File: src/rtl/vga_tile_raster.sv
// Parametrised VGA raster: sync timing plus a per-tile colour fetch from an external palette RAM.
// Optional feature macro: VGA_BORDER_EN forces the outermost active-area pixels to full white.
module vga_tile_raster #(
    parameter int H_ACTIVE  = 640,
    parameter int H_FP      = 16,
    parameter int H_PULSE   = 96,
    parameter int H_BP      = 48,
    parameter int V_ACTIVE  = 480,
    parameter int V_FP      = 10,
    parameter int V_PULSE   = 2,
    parameter int V_BP      = 33,
    parameter int TILE_W    = 40,
    parameter int TILE_H    = 40,
    parameter int COLS      = 16,
    parameter int ROWS      = 12,
    parameter int CW        = 4,
    parameter bit HSYNC_POL = 1'b0,
    parameter bit VSYNC_POL = 1'b0,
    parameter int CNT_W     = 10,
    parameter int AW        = $clog2(COLS * ROWS)
) (
    input  logic              vgaclk,
    input  logic              rst,
    output logic [AW-1:0]     tile_addr,
    input  logic [3*CW-1:0]   tile_color,
    output logic [CNT_W-1:0]  hc,
    output logic [CNT_W-1:0]  vc,
    output logic              hsync,
    output logic              vsync,
    output logic              active,
    output logic              frame_start,
    output logic [CW-1:0]     red,
    output logic [CW-1:0]     green,
    output logic [CW-1:0]     blue
);

    localparam int H_TOTAL = H_ACTIVE + H_FP + H_PULSE + H_BP;
    localparam int V_TOTAL = V_ACTIVE + V_FP + V_PULSE + V_BP;
    localparam int COL_W   = $clog2(COLS + 1);
    localparam int ROW_W   = $clog2(ROWS + 1);
    localparam int SX_W    = (TILE_W > 1) ? $clog2(TILE_W) : 1;
    localparam int SY_W    = (TILE_H > 1) ? $clog2(TILE_H) : 1;

    localparam logic [CNT_W-1:0] H_LAST   = CNT_W'(H_TOTAL - 1);
    localparam logic [CNT_W-1:0] V_LAST   = CNT_W'(V_TOTAL - 1);
    localparam logic [CNT_W-1:0] H_ACT    = CNT_W'(H_ACTIVE);
    localparam logic [CNT_W-1:0] V_ACT    = CNT_W'(V_ACTIVE);
    localparam logic [CNT_W-1:0] H_SYNC_S = CNT_W'(H_ACTIVE + H_FP);
    localparam logic [CNT_W-1:0] H_SYNC_E = CNT_W'(H_ACTIVE + H_FP + H_PULSE);
    localparam logic [CNT_W-1:0] V_SYNC_S = CNT_W'(V_ACTIVE + V_FP);
    localparam logic [CNT_W-1:0] V_SYNC_E = CNT_W'(V_ACTIVE + V_FP + V_PULSE);
    localparam logic [COL_W-1:0] COL_LIM  = COL_W'(COLS);
    localparam logic [ROW_W-1:0] ROW_LIM  = ROW_W'(ROWS);
    localparam logic [SX_W-1:0]  SX_LAST  = SX_W'(TILE_W - 1);
    localparam logic [SY_W-1:0]  SY_LAST  = SY_W'(TILE_H - 1);

    if (COLS * TILE_W > H_ACTIVE || ROWS * TILE_H > V_ACTIVE) begin : g_grid_check
        $error("vga_tile_raster: tile grid does not fit inside the active area");
    end

    // ---------------- stage 0: counters and palette address ----------------
    logic [CNT_W-1:0] hc_q, hc_d, vc_q, vc_d;
    logic [COL_W-1:0] col_q, col_d;
    logic [ROW_W-1:0] row_q, row_d;
    logic [SX_W-1:0]  subx_q, subx_d;
    logic [SY_W-1:0]  suby_q, suby_d;
    logic             h_wrap, v_wrap;

    always_comb begin
        h_wrap = (hc_q == H_LAST);
        v_wrap = (vc_q == V_LAST);
        hc_d   = h_wrap ? '0 : hc_q + 1'b1;
        vc_d   = vc_q;
        col_d  = col_q;
        subx_d = subx_q;
        row_d  = row_q;
        suby_d = suby_q;

        // Column tracking saturates at COLS so the right margin reads as out-of-grid.
        if (h_wrap) begin
            col_d  = '0;
            subx_d = '0;
        end else if (subx_q == SX_LAST) begin
            subx_d = '0;
            if (col_q != COL_LIM) col_d = col_q + 1'b1;
        end else begin
            subx_d = subx_q + 1'b1;
        end

        if (h_wrap) begin
            vc_d = v_wrap ? '0 : vc_q + 1'b1;
            if (v_wrap) begin
                row_d  = '0;
                suby_d = '0;
            end else if (suby_q == SY_LAST) begin
                suby_d = '0;
                if (row_q != ROW_LIM) row_d = row_q + 1'b1;
            end else begin
                suby_d = suby_q + 1'b1;
            end
        end
    end

    // NOTE: sequential state uses non-blocking assignments only; the reset here is synchronous.
    always_ff @(posedge vgaclk) begin
        if (!rst) begin
            hc_q   <= '0;
            vc_q   <= '0;
            col_q  <= '0;
            subx_q <= '0;
            row_q  <= '0;
            suby_q <= '0;
        end else begin
            hc_q   <= hc_d;
            vc_q   <= vc_d;
            col_q  <= col_d;
            subx_q <= subx_d;
            row_q  <= row_d;
            suby_q <= suby_d;
        end
    end

    logic hs0, vs0, act0, grid0, fs0;
    assign hs0   = (hc_q >= H_SYNC_S) && (hc_q < H_SYNC_E);
    assign vs0   = (vc_q >= V_SYNC_S) && (vc_q < V_SYNC_E);
    assign act0  = (hc_q < H_ACT) && (vc_q < V_ACT);
    assign grid0 = (col_q < COL_LIM) && (row_q < ROW_LIM);
    assign fs0   = (hc_q == '0) && (vc_q == '0);

    assign tile_addr = grid0 ? AW'(int'(row_q) * COLS + int'(col_q)) : '0;

    // ---------------- stage 1: palette data arrives, flags delayed ----------------
    logic hs1_q, vs1_q, act1_q, pix1_q, fs1_q;
`ifdef VGA_BORDER_EN
    logic border0, border1_q;
    assign border0 = act0 && ((hc_q == '0) || (hc_q == H_ACT - 1'b1) ||
                              (vc_q == '0) || (vc_q == V_ACT - 1'b1));
    always_ff @(posedge vgaclk) begin
        if (!rst) border1_q <= 1'b0;
        else      border1_q <= border0;
    end
`endif

    always_ff @(posedge vgaclk) begin
        if (!rst) begin
            hs1_q  <= 1'b0;
            vs1_q  <= 1'b0;
            act1_q <= 1'b0;
            pix1_q <= 1'b0;
            fs1_q  <= 1'b0;
        end else begin
            hs1_q  <= hs0;
            vs1_q  <= vs0;
            act1_q <= act0;
            pix1_q <= act0 && grid0;
            fs1_q  <= fs0;
        end
    end

    // ---------------- stage 2: registered pin outputs ----------------
    logic [3*CW-1:0] rgb_d, rgb_q;
    logic            hsync_q, vsync_q, active_q, frame_start_q;

    always_comb begin
        rgb_d = pix1_q ? tile_color : '0;
`ifdef VGA_BORDER_EN
        if (border1_q) rgb_d = '1;
`endif
    end

    always_ff @(posedge vgaclk) begin
        if (!rst) begin
            hsync_q       <= ~HSYNC_POL;
            vsync_q       <= ~VSYNC_POL;
            active_q      <= 1'b0;
            frame_start_q <= 1'b0;
            rgb_q         <= '0;
        end else begin
            hsync_q       <= hs1_q ? HSYNC_POL : ~HSYNC_POL;
            vsync_q       <= vs1_q ? VSYNC_POL : ~VSYNC_POL;
            active_q      <= act1_q;
            frame_start_q <= fs1_q;
            rgb_q         <= rgb_d;
        end
    end

    assign hc          = hc_q;
    assign vc          = vc_q;
    assign hsync       = hsync_q;
    assign vsync       = vsync_q;
    assign active      = active_q;
    assign frame_start = frame_start_q;
    assign red         = rgb_q[3*CW-1:2*CW];
    assign green       = rgb_q[2*CW-1:CW];
    assign blue        = rgb_q[CW-1:0];

endmodule
File: config.mk
export PLATFORM = sky130hd
export DESIGN_NAME = vga_tile_raster
export DESIGN_NICKNAME = d
export VERILOG_FILES = /design/src/rtl/vga_tile_raster.sv
export SDC_FILE = /design/constraint.sdc
export NUM_CORES = 1
export LEC_CHECK = 0
export ABC_AREA = 1
export CELL_PAD_IN_SITES_DETAIL_PLACEMENT = 1
export CELL_PAD_IN_SITES_GLOBAL_PLACEMENT = 1
export CORE_ASPECT_RATIO = 0.7
export CORE_MARGIN = 10
export CORE_UTILIZATION = 50
export CTS_BUF_LIST = sky130_fd_sc_hd__clkbuf_8
export DETAILED_ROUTE_END_ITERATION = 16
export DONT_BUFFER_PORTS = 1
export GPL_ROUTABILITY_DRIVEN = 0
export PLACE_DENSITY = 0.93
export SKIP_CTS_REPAIR_TIMING = 1
export SYNTH_ARGS = -nofsm -noshare
export SYNTH_HDL_FRONTEND = slang
export SYNTH_SLANG_ARGS = --single-unit
File: constraint.sdc
create_clock -name vgaclk -period 3.1 [get_ports vgaclk]
set_input_delay 0.62 -clock vgaclk [delete_from_list [all_inputs] [get_ports vgaclk]]
set_output_delay 0.62 -clock vgaclk [all_outputs]
set_load 0.01 [all_outputs]
==> results.md <==
| Parameter | Reported | Unit |
|---|---|---|
| Crit path kind | register to primary output | - |
| Total vias in the final route | 2,652 | - |
| Final global-route overflow total | 0 | - |
| Insertion delay to the later sink of the worst-skew pair | 350 | ps |
| Overall routing resource usage | 19.4 | % |
| IO buf count | 0 | - |
| Number of standard cells in the final layout excluding fillers | 473 | - |
| Reg2Reg Launch Point | hc[0] | - |
| Max_cap viols | 0 | - |
| Area share of the leading cell type in the synthesized netlist | 43.5 | % |
| DRC violations left | 0 | - |
| Total number of H-tree levels | 3 | - |
| Switching portion of total power | 22.7 | % |
| Post-route antenna net violation count | 0 | - |
| Crit path required time | 2480 | ps |
| Wire length reported by the detailed router | 8830 | µm |
| Deepest clock path buffer count | 2 | - |
| Number of global-route vias before repair | 2,791 | - |
| Count of distinct cell types in the synthesized netlist | 31 | - |
| CP Data Arrival Time | 1450 | ps |
| Clock-pin slew reported for the worst setup and hold paths after clock tree synthesis | 70 | ps |
| Final Max Tran Viols | 0 | - |
| Maximum achievable frequency | 482 | MHz |
| Detailed-route vias per instance | 5.61 | - |
| CTS Root Buffer Type | clkbuf_8 | - |
| Die H | 83.2 | µm |
| Sequential share of the synthesized area | 43.5 | % |
| Setup slack after layout | 1030 | ps |
| Internal | 1.37 | mW |
| Number of buffers created by CTS | 9 | - |
| Number of standard cells after synthesis | 389 | - |
| Relative max-transition margin | 54.1 | % |
| Relative area change from synthesis to final layout | 11.0 | % |
| Status | complete, no violations | - |
| Number of primary I/O pins | 58 | - |
| Total Neg Setup Slack | 0 | ps |
| Critical path endpoint category | primary output | - |
| Leakage | 1.37 | nW |
| Cell area power density | 558 | nW/µm² |
| DRT iter0 DRCs | 149 | - |
| Area of the core | 5400 | µm² |
| Die ar. | 9180 | µm² |
| Cells after DPL | 457 | - |
| RSZ-0062 raised after global routing | false | - |
| Hold crit path type | primary input to register | - |
| Worst-case clock skew | 6.34 | ps |
| Site row count | 22 | - |
| Total number of yosys warnings | 0 | - |
| Final setup violation count | 0 | - |
| Mean cell area of the mapped netlist | 7.34 | µm² |
| Portion of total power attributed to combinational logic | 2.6 | % |
| IR Drop Worst-Case VDD | 362 | µV |
| Initial Utilization | 52.9 | % |
| Min-Delay Startpoint | rst | - |
| Number of nets in the finished design | 423 | - |
| TritonCTS clock tree | built | - |
| Number of hold violations in the final report | 0 | - |
| Horizontal die dimension | 110 | µm |
| Average wire length per cell after detail routing | 18.7 | µm |
| Number of clock sinks seen by CTS | 62 | - |
| Wire length of the first global-routing pass | 14,200 | µm |
| Worst setup timing slack at the placement stage | 1300 | ps |
| Post-route total power | 1.77 | mW |
| Maximum number of pins on one net before global-route repair | 20 | - |
| Seq cells post-synth | 62 | - |
| Tcrit/Tclk final | 66.9 | % |
| Synth top area cells | dfxtp_1 43%, nand2_1 9.2%, inv_1 8.4% | - |
| Number of diodes | 0 | - |
| Critical path origin | row_q[0] | - |
| Shortest period the worst path allows | 2070 | ps |
| Launching element type of the critical path | register | - |
| Initial antenna violation count | 0 | - |
| Summed instance area of the synthesized netlist | 2860 | µm² |
| Top cell type by total area after synthesis | dfxtp_1 | - |
| Share of final-layout standard cells stronger than drive strength 1 | 7.98 | % |
| Detailed Routing Iterations Pass 1 | 4 | - |
| Switching power summed over all nets | 402 | µW |
| Sequential group share of total power | 46.9 | % |
| Clk network pwr share | 50.4 | % |
| Syn nets | 416 | - |
| Pin slew with the least headroom to its limit | 684 | ps |
| Peak fanout along the critical path | 6 | - |
| Detailed placer's ending HPWL | 5970 | µm |
==> path summary, 6_finish.rpt <==
check	slack, ps	depth (start not counted)	endpoint
worst max-delay path	1030	4	tile_addr[6]
worst min-delay path	340	1	vsync
worst max register to register	1240	8	subx_q[3]
worst min register to register	380	1	vsync
==> logic make-up (layout without fill, tap and decap cells) <==
kind of cell / Yosys count / in the layout / synth area share [%]
simple gates: 197 / 197 / 31.9
buf+inv: 71 / 83 / 9.60
flops: 62 / 62 / 43.5
compound gates: 39 / 39 / 7.14
fa+ha+maj: 13 / 13 / 5.70
xor+xnor: 7 / 7 / 2.15
==> synthesized netlist by cell type <==
cell type and count:
a211oi_1 1, a21oi_1 23, and2_1 1, and3_1 1, buf_2 2, buf_4 1
clkbuf_1 1, clkinv_2 1, dfxtp_1 62, ha_1 13, inv_1 64, inv_2 2
nand2_1 70, nand2_2 4, nand2_4 2, nand3_1 29, nand3_2 1, nand3_4 1
nand4_1 11, nor2_1 60, nor2_2 1, nor2_4 2, nor2_8 1, nor3_1 9
nor3b_1 3, nor4_1 1, o21ai_0 13, o21ai_2 1, o21bai_1 1, xnor2_1 2
xor2_1 5
==> sequential cells by signal, summed over array words and instances (netlist names) <==
signal and cells:
hc 10, vsync 1, frame_start 1, rgb_q 12
suby_q 6, fs1_q 1, hsync 1, vs1_q 1
col_q 5, pix1_q 1, act1_q 1, subx_q 6
active 1, hs1_q 1, vc 10, row_q 4
==> placed cells by master, fill, tap and decap left out <==
cell type / synthesis / final
nor2_4: 2 / 2
nand2_2: 4 / 4
a211oi_1: 1 / 1
nand2_4: 2 / 2
nor2_8: 1 / 1
o21bai_1: 1 / 1
nand2_1: 70 / 70
nand3_4: 1 / 1
o21ai_0: 13 / 13
nand4_1: 11 / 11
and2_1: 1 / 1
nand3_1: 29 / 29
nor3b_1: 3 / 3
ha_1: 13 / 13
inv_1: 64 / 64
clkinv_2: 1 / 2
nor2_1: 60 / 60
inv_6: 0 / 1
clkinv_4: 0 / 2
nor2_2: 1 / 1
xor2_1: 5 / 5
nand3_2: 1 / 1
nor4_1: 1 / 1
o21ai_2: 1 / 1
xnor2_1: 2 / 2
a21oi_1: 23 / 23
dfxtp_1: 62 / 62
bufinv_16: 0 / 3
clkbuf_8: 0 / 9
inv_2: 2 / 2
and3_1: 1 / 1
nor3_1: 9 / 9
==> area by class of cell <==
type | instances | area, µm²
fill | 687 | 2230
tap | 72 | 90.1
clock buffer | 9 | 124
clock inverter | 7 | 121
inverter | 67 | 253
sequential | 62 | 1240
multi-input combinational | 256 | 1340
==> through the flow <==
stage	utilization (%)	instance area, µm²	hold WS [ps]
floorplan	-	2860	351
finish	58.7	3170	338
global placement	54.2	2920	362
detailed placement	54.2	2920	363
global route	58.7	3170	317
CTS	58.7	3170	318
==> power by group through the flow <==
| stage | registers (mW) | clock network, mW | logic (mW) |
|---|---|---|---|
| after floorplan | 0.845 | 0 | 0.0371 |
| after global placement | 0.848 | 0 | 0.0425 |
| after detailed placement | 0.849 | 0 | 0.0455 |
| after CTS | 0.831 | 0.908 | 0.0472 |
| after global routing | 0.832 | 0.945 | 0.0539 |
| final | 0.830 | 0.892 | 0.0468 |
==> routing by layer <==
metal | vias up | wire length, µm | GRT usage, % | share of wire, %
met4 | 0 | 168 | 6.82 | 1.9
met2 | 97 | 4300 | 31.2 | 49
met1 | 1295 | 3550 | 22.1 | 40
li1 | 1240 | - | - | -
met3 | 20 | 803 | 8.72 | 9.1
met5 | - | 0 | 0 | 0
==> critical path: stages (launching register included) <==
cell and delay, ps:
dfxtp_1 370, ha_1 220, ha_1 200, xnor2_1 130, nor2_1 200
Note: power is estimated with default switching activity, not from simulation.
